### config.mk
export PLATFORM = sky130hd
export DESIGN_NAME = layer_line_reader
export DESIGN_NICKNAME = d
export VERILOG_FILES = /design/src/rtl/layer_line_reader_pkg.sv /design/src/rtl/layer_line_reader_hscale.sv /design/src/rtl/layer_line_reader.sv
export SDC_FILE = /design/constraint.sdc
export NUM_CORES = 1
export LEC_CHECK = 0
export ABC_CLOCK_PERIOD_IN_PS = 2800
export CAP_MARGIN = 0
export CORE_MARGIN = 2
export CORE_UTILIZATION = 25
export CTS_BUF_LIST = sky130_fd_sc_hd__clkbuf_4 sky130_fd_sc_hd__clkbuf_8
export CTS_CLUSTER_DIAMETER = 50
export DETAILED_ROUTE_END_ITERATION = 8
export SYNTH_ARGS = -nofsm -noshare
export SYNTH_HDL_FRONTEND = slang
export SYNTH_SLANG_ARGS = --single-unit
### constraint.sdc
create_clock -name clk -period 2.8 [get_ports clk]
set_input_delay 0.7 -clock clk [delete_from_list [all_inputs] [get_ports clk]]
set_output_delay 0.7 -clock clk [all_outputs]
set_load 0.005 [all_outputs]
### src/rtl/layer_line_reader_pkg.sv
// layer_line_reader shared constants and FSM state type.
// Optional build macro: LAYER_LINE_READER_HSCALE_EN (see hscale_accum).
package layer_line_reader_pkg;

  localparam int LINEBUF_DEPTH = 768;
  localparam int HSCALE_UNITY  = 128;

  typedef enum logic [1:0] {
    IDLE,
    ACTIVE,
    DRAIN
  } state_e;

endpackage

### src/rtl/layer_line_reader_hscale.sv
// hscale_accum: source-index accumulator for the line reader.
// LAYER_LINE_READER_HSCALE_EN selects fractional stepping; otherwise +1.
module hscale_accum
  import layer_line_reader_pkg::*;
#(
  parameter int FRAC_BITS = 7
) (
  input  logic       clk,
  input  logic       rst,
  input  logic       load,
  input  logic       step,
  input  logic [7:0] scale,
  output logic [9:0] idx
);

`ifdef LAYER_LINE_READER_HSCALE_EN
  localparam int AW = FRAC_BITS + 10;

  logic [AW-1:0] acc_q, acc_d, base;
  logic [7:0]    scale_q, scale_d;

  // A load restarts from 0 in the same cycle, so a coincident step uses 0.
  always_comb begin
    scale_d = load ? scale : scale_q;
    base    = load ? '0 : acc_q;
    acc_d   = base;
    if (load || step) begin
      acc_d = step ? base + AW'(scale_d) : base;
    end
  end

  assign idx = base[AW-1:FRAC_BITS];

  always_ff @(posedge clk) begin
    if (rst) begin
      acc_q   <= '0;
      scale_q <= 8'(HSCALE_UNITY);
    end else begin
      acc_q   <= acc_d;
      scale_q <= scale_d;
    end
  end
`else
  localparam int unused_frac_bits = FRAC_BITS;

  logic [9:0] acc_q, acc_d, base;
  logic       unused_scale;

  assign unused_scale = ^scale;

  always_comb begin
    base  = load ? '0 : acc_q;
    acc_d = base + 10'(step);
  end

  assign idx = base;

  always_ff @(posedge clk) begin
    if (rst) begin
      acc_q <= '0;
    end else begin
      acc_q <= acc_d;
    end
  end
`endif

endmodule

### src/rtl/layer_line_reader.sv
// layer_line_reader: composer-side line-buffer reader with h-scaling.
// Build macro: LAYER_LINE_READER_HSCALE_EN enables fractional hscale.
module layer_line_reader
  import layer_line_reader_pkg::*;
#(
  parameter int ACTIVE_WIDTH = 640,
  parameter int FRAC_BITS    = 7
) (
  input  logic       clk,
  input  logic       rst,
  input  logic       line_start,
  input  logic       next_pixel,
  input  logic [7:0] hscale,
  output logic [9:0] composer_rd_idx,
  input  logic [7:0] composer_rd_data,
  output logic [7:0] pixel_data,
  output logic       pixel_valid,
  output logic       line_done,
  output logic       busy
);

  localparam logic [9:0] WIDTH_L = 10'(ACTIVE_WIDTH);
  localparam logic [9:0] DEPTH_L = 10'(LINEBUF_DEPTH);

  state_e     state_q, state_d;
  logic [9:0] cnt_q, cnt_d, cnt_base, cnt_inc;
  logic       req_v_q, req_v_d;
  logic       req_oor_q, req_oor_d;
  logic [7:0] pix_q, pix_d;
  logic       pv_q, pv_d;
  logic       done_q, done_d;
  logic       fetch;

  hscale_accum #(
    .FRAC_BITS(FRAC_BITS)
  ) u_accum (
    .clk  (clk),
    .rst  (rst),
    .load (line_start),
    .step (fetch),
    .scale(hscale),
    .idx  (composer_rd_idx)
  );

  always_comb begin
    fetch    = next_pixel & (line_start | (state_q == ACTIVE));
    cnt_base = line_start ? '0 : cnt_q;
    cnt_inc  = cnt_base + 10'(fetch);
    state_d  = state_q;
    cnt_d    = cnt_q;
    done_d   = 1'b0;

    if (line_start) begin
      state_d = ACTIVE;
      cnt_d   = cnt_inc;
    end else begin
      unique case (state_q)
        ACTIVE: cnt_d = cnt_inc;
        DRAIN: begin
          // Last request has reached the output register.
          if (!req_v_q) begin
            done_d  = 1'b1;
            state_d = IDLE;
          end
        end
        default: ;
      endcase
    end

    if (fetch && cnt_inc == WIDTH_L) begin
      state_d = DRAIN;
    end
  end

  always_comb begin
    req_v_d   = fetch;
    req_oor_d = composer_rd_idx >= DEPTH_L;
    pv_d      = req_v_q;
    pix_d     = pix_q;
    if (req_v_q) begin
      pix_d = req_oor_q ? 8'h00 : composer_rd_data;
    end
  end

  always_ff @(posedge clk) begin
    if (rst) begin
      state_q   <= IDLE;
      cnt_q     <= '0;
      req_v_q   <= 1'b0;
      req_oor_q <= 1'b0;
      pix_q     <= '0;
      pv_q      <= 1'b0;
      done_q    <= 1'b0;
    end else begin
      state_q   <= state_d;
      cnt_q     <= cnt_d;
      req_v_q   <= req_v_d;
      req_oor_q <= req_oor_d;
      pix_q     <= pix_d;
      pv_q      <= pv_d;
      done_q    <= done_d;
    end
  end

  assign pixel_data  = pix_q;
  assign pixel_valid = pv_q;
  assign line_done   = done_q;
  assign busy        = (state_q != IDLE) | req_v_q;

endmodule

Word-level counts from Yosys, hierarchy flattened --
Cells that the tools add are included.
Cells by class: reductions and logical operators 9, equal/unequal tests 5, mux-type cells 10, bitwise operators 4, magnitude comparators 1, add/subtract/negate cells 2
Operators with widths (number):
- $mux W10 | 4
- $add A10 B1 Y10 | 2
- $eq A10 B10 Y1 const B | 1
- $ge A10 B10 Y1 const B | 1
- $mux W2 | 4
- $mux W8 | 1
- $reduce_bool A2 Y1 | 3
- $reduce_and A2 Y1 | 2
- $ne A3 B2 Y1 const B | 1
- $reduce_bool A3 Y1 | 1
- $reduce_or A3 Y1 | 1
- $eq A2 B1 Y1 const B | 1
- $eq A2 B2 Y1 const B | 1
- $ne A2 B2 Y1 const B | 1
- $or A1 B1 Y1 | 2
- $reduce_or A2 Y1 | 1
- $and A1 B1 Y1 | 1
- $logic_and A1 B1 Y1 | 1
- $mux W1 | 1
- $not A1 Y1 | 1
Storage, ports and cells: logic and storage cells 40, bits of input ports 20, bits in registers 34

Logic depth before layout (Yosys ltp) --
word-level depth 8, mapped depth 8, gate-level depth less buffers 8

By module --
From an unflattened synthesis, not the netlist that was laid out.
Unflattened totals: cells, all modules 194, area total of the unflattened synthesis 1661.6 um^2
Modules (own cells, without submodules):
- layer_line_reader | instances 1, cells each 135, area each 1158.6 um^2
- hscale_accum | instances 1, cells each 59, area each 503.0 um^2

Least setup slack after synthesis --
Ideal clock, no wire load.
path type input port to flip-flop, start input port line_start, end register state_q[1], library setup time 0.115 ns, stages 8, data arrival time 2.234 ns, buffers on the path 2, slack 0.451 ns, path through buf_2 -> clkbuf_1 -> nor2b_1 -> ha_1 -> nand4_2 -> o21a_1 -> o221a_1 -> a31o_1
Between the ends: cells in the longest elaborated chain, start to end 7, elaborated cells on any way between the ends 11
RTL lines:
- start, declared | line layer_line_reader.sv:11 | input logic line_start,
- $or A1 B1 Y1 | line layer_line_reader.sv:46 | fetch = next_pixel & (line_start | (state_q == ACTIVE));
- $and A1 B1 Y1 | line layer_line_reader.sv:46
- $add A10 B1 Y10 | line layer_line_reader.sv:48 | cnt_inc = cnt_base + 10'(fetch);
- $eq A10 B10 Y1 | line layer_line_reader.sv:70 | if (fetch && cnt_inc == WIDTH_L) begin
- $logic_and A1 B1 Y1 | line layer_line_reader.sv:70
- $ne A3 B2 Y1 (no source line) or $reduce_bool A3 Y1 (tied branches)
- $reduce_and A2 Y1 (no source line)
- end signal, assigned | line layer_line_reader.sv:95 | state_q <= state_d;
- end, declared | line layer_line_reader.sv:25 | state_e state_q, state_d;
Several ways; a longest one is shown, not always the timed one. A chain may end at the register's enable or synchronous reset.

Worst setup path after layout --
start input port line_start, end output port composer_rd_idx[1]
Between the ends: cells in the longest elaborated chain, start to end 1
RTL lines:
- $mux W10 | line layer_line_reader_hscale.sv:52 | base = load ? '0 : acc_q;
- end, declared | line layer_line_reader.sv:14 | output logic [9:0] composer_rd_idx,
Every way passes these cells.

==> out/results.ini <==
[worst_hold_path]
hold_path_class=flip-flop to flip-flop
hold_path_end=cnt_q[0]
min_from=cnt_q[0]
min_path_cells=2

[die]
core.rowCount=28
ioPinCount=41
core_sq_um=5991
fp.dieH_microns=83.19
die_area_sq_um=6921
die_w_microns=83.19
initial_core_util=0.2617

[finish]
multi_input_area_sq_um=853.3
n_antenna_cell=0
ff_latch_area_sq_um=680.7
finalNetCount=246
area_delta_synth_final_pct=36.87
fill_cells=635
drive_above_1_share=0.1166
fin_util=0.3582

[synth]
synth_warnings=0
synth_ff_type=dfxtp_1
synth-seq-area-share=0.4342
postSynth.asyncResetShare=0
synth_seq_cells=34
syn_inst=179
synthesis.area_sq_um=1568
synth_edf_count=0
syn_nets=203
ys_types=36
syn_area_per_cell_sq_um=8.758

[job]
maxCapViolCount=0

[clock_tree]
post_cts_buffers=0
htreeDepth=2
clock_latency_ps=280
clock-sinks=34
cts_root_buffer=clkbuf_8
cts_max_path_buffers=2
cts_buffers=5
cts_tree=done
clkTransAtPathRegs_ps=60

[worst_setup_path]
worstPathArrival_ps=2010
crit_fanout=23
r2r-end=state_q[1]
critical-path-top-delay-family=buffers and inverters
cp-start-kind=primary input
path_class=primary input to primary output
timing.rr.start=state_q[0]
r2r_cells=9
worstPathRequired_ps=2100
critPathSlowestCell=clkdlybuf4s50_1
cp-end-kind=primary output
crit_top_cell=clkdlybuf4s50_1
cp_cell_sequence=clkdlybuf4s50_1 > buf_12 > nor2b_1 > clkdlybuf4s50_1
worst-path-buf-inv=3
crit_path_max_incr_delay_ps=530
r2r_slack_ps=660

[timing]
fin_setup_tns_ps=0
max_slew_margin=0.6788
finalCritPeriodShare=0.9686
period_needed_ps=2712
hold_viol=0
finalMaxSlewViolations=0
fmax_mhz=368.7
rsz0062_at_grt=no
finalSetupViolCount=0
final.setup_skew_ps=6.760
tightest_slew_ps=480.8

[route]
wl_per_cell_microns=11.13
viasPerCell=4.396
firstDrtPassIters=4
drtIter0Drc=42
ant_nets=0
drt-total-wl_microns=3317
num_vias=1310
drc_errors=0

[power]
ir_drop_v=0.0001926
power_density_nw_per_um2=447.9
p_leak_nw=0.8332

[global_routing]
grt_usage=0.1004
grt_pass1_vias=1294
grt_max_degree=24
overflow=0
grt_pass1_wl_microns=5671
antenna_found_initial=0

[placement]
portBuffers=32
hpwlAfterDp_microns=2340
gp_congestion=0.7520

[status]
status=finished clean

==> cells by family (layout without fill, tap and decap cells) <==
kind of cell | after synthesis | in the layout | synth area share
multiplexers | 1 | 1 | 0.006385
flip-flops | 34 | 34 | 0.4342
XOR/XNOR | 15 | 15 | 0.08380
AND/OR/NAND/NOR | 93 | 93 | 0.3336
buffers and inverters | 10 | 54 | 0.02474
adder cells (fa/ha/maj) | 4 | 4 | 0.03192
AO/OA/AOI/OAI | 22 | 22 | 0.08540
==> Yosys cell counts, drive strengths merged, types with 2 or more instances <==
| cell type | number | area share |
|---|---|---|
| a21oi | 13 | 0.041 |
| a31o | 2 | 0.011 |
| and2 | 3 | 0.012 |
| and3 | 4 | 0.017 |
| and4b | 2 | 0.013 |
| clkbuf | 5 | 0.012 |
| dfxtp | 34 | 0.43 |
| ha | 4 | 0.032 |
| inv | 4 | 0.0096 |
| nand2 | 6 | 0.014 |
| nand2b | 2 | 0.0080 |
| nand3 | 7 | 0.026 |
| nand3b | 2 | 0.0096 |
| nand4 | 3 | 0.016 |
| nor2 | 29 | 0.069 |
| nor2b | 23 | 0.092 |
| nor3 | 4 | 0.013 |
| nor4 | 4 | 0.026 |
| o21ai | 3 | 0.0096 |
| xnor2 | 7 | 0.039 |
| xor2 | 8 | 0.045 |
==> layout by cell type, fill, tap and decap left out, types with 6 or more instances in the layout <==
master / count
buf_4: 9
nor2b_1: 21
nand2_1: 6
dfxtp_1: 34
xnor2_1: 7
xor2_1: 8
a21oi_1: 13
nor2_1: 29
clkbuf_8: 6
clkdlybuf4s50_1: 32
nand3_1: 6
==> worst min-delay path, cell delays in order, from the launching register on <==
cell and delay, ps:
dfxtp_1 310, nand2_1 50, a21oi_1 50
==> worst max-delay path by stage <==
stage               startpoint                 end  slack, ps  cells after the start
floorplan           line_start          state_q[1]        450                      8
global placement    line_start          state_q[0]         10                     10
detailed placement  line_start          state_q[1]         20                     10
CTS                 line_start  composer_rd_idx[0]         20                      4
global route        line_start  composer_rd_idx[1]         30                      4
finish              line_start  composer_rd_idx[1]         90                      4
==> cell type report <==
class                           count  area share
Sequential cell                    34      0.3172
Multi-Input combinational cell    135      0.3977
Timing Repair Buffer               42      0.1901
Tap cell                           75     0.04373
Clock buffer                        7     0.04198
Clock inverter                      1    0.002332
Inverter                            4    0.006997
==> sequential cells by signal, summed over array words and instances (netlist names) <==
name           flops
cnt_q             10
u_accum.acc_q     10
pixel_data         8
state_q            2
line_done          1
pixel_valid        1
pv_d               1
req_oor_q          1
==> report_power, final <==
part           switching (mW)  internal (mW)  total, mW
clock                   0.171          0.208      0.379
combinational          0.0357         0.0464     0.0821
sequential            0.00729          0.493      0.501
==> what timing repair did <==
action	in CTS	in global routing
hold buffers	0	0
resized for setup	0	2
endpoints found under the setup margin	0	2
==> metrics by stage <==
stage | total power [mW] | hold WS, ps | area (sq um) | setup WS, ps | instances
2_1_floorplan | 0.5472 | 427.4 | 1568 | 450.9 | 179
3_3_place_gp | 0.5938 | 438.6 | 2046 | 13.54 | 290
3_5_place_dp | 0.5943 | 451.7 | 2046 | 17.33 | 290
4_1_cts | 0.9772 | 460.8 | 2141 | 22.15 | 298
5_1_grt | 1.006 | 490.1 | 2146 | 28.29 | 298
6_report | 0.9612 | 457.3 | 2146 | 87.88 | 298
==> routing by layer <==
metal	vias to the layer above	wire, microns	GRT usage	part of all wire
li1	694	-	-	-
met1	587	1676	0.1203	0.51
met2	22	1444	0.1628	0.44
met3	7	132	0.03380	0.040
met4	0	63	0.04471	0.019
met5	-	0	0	0
Power figures use the tool's default switching activity.
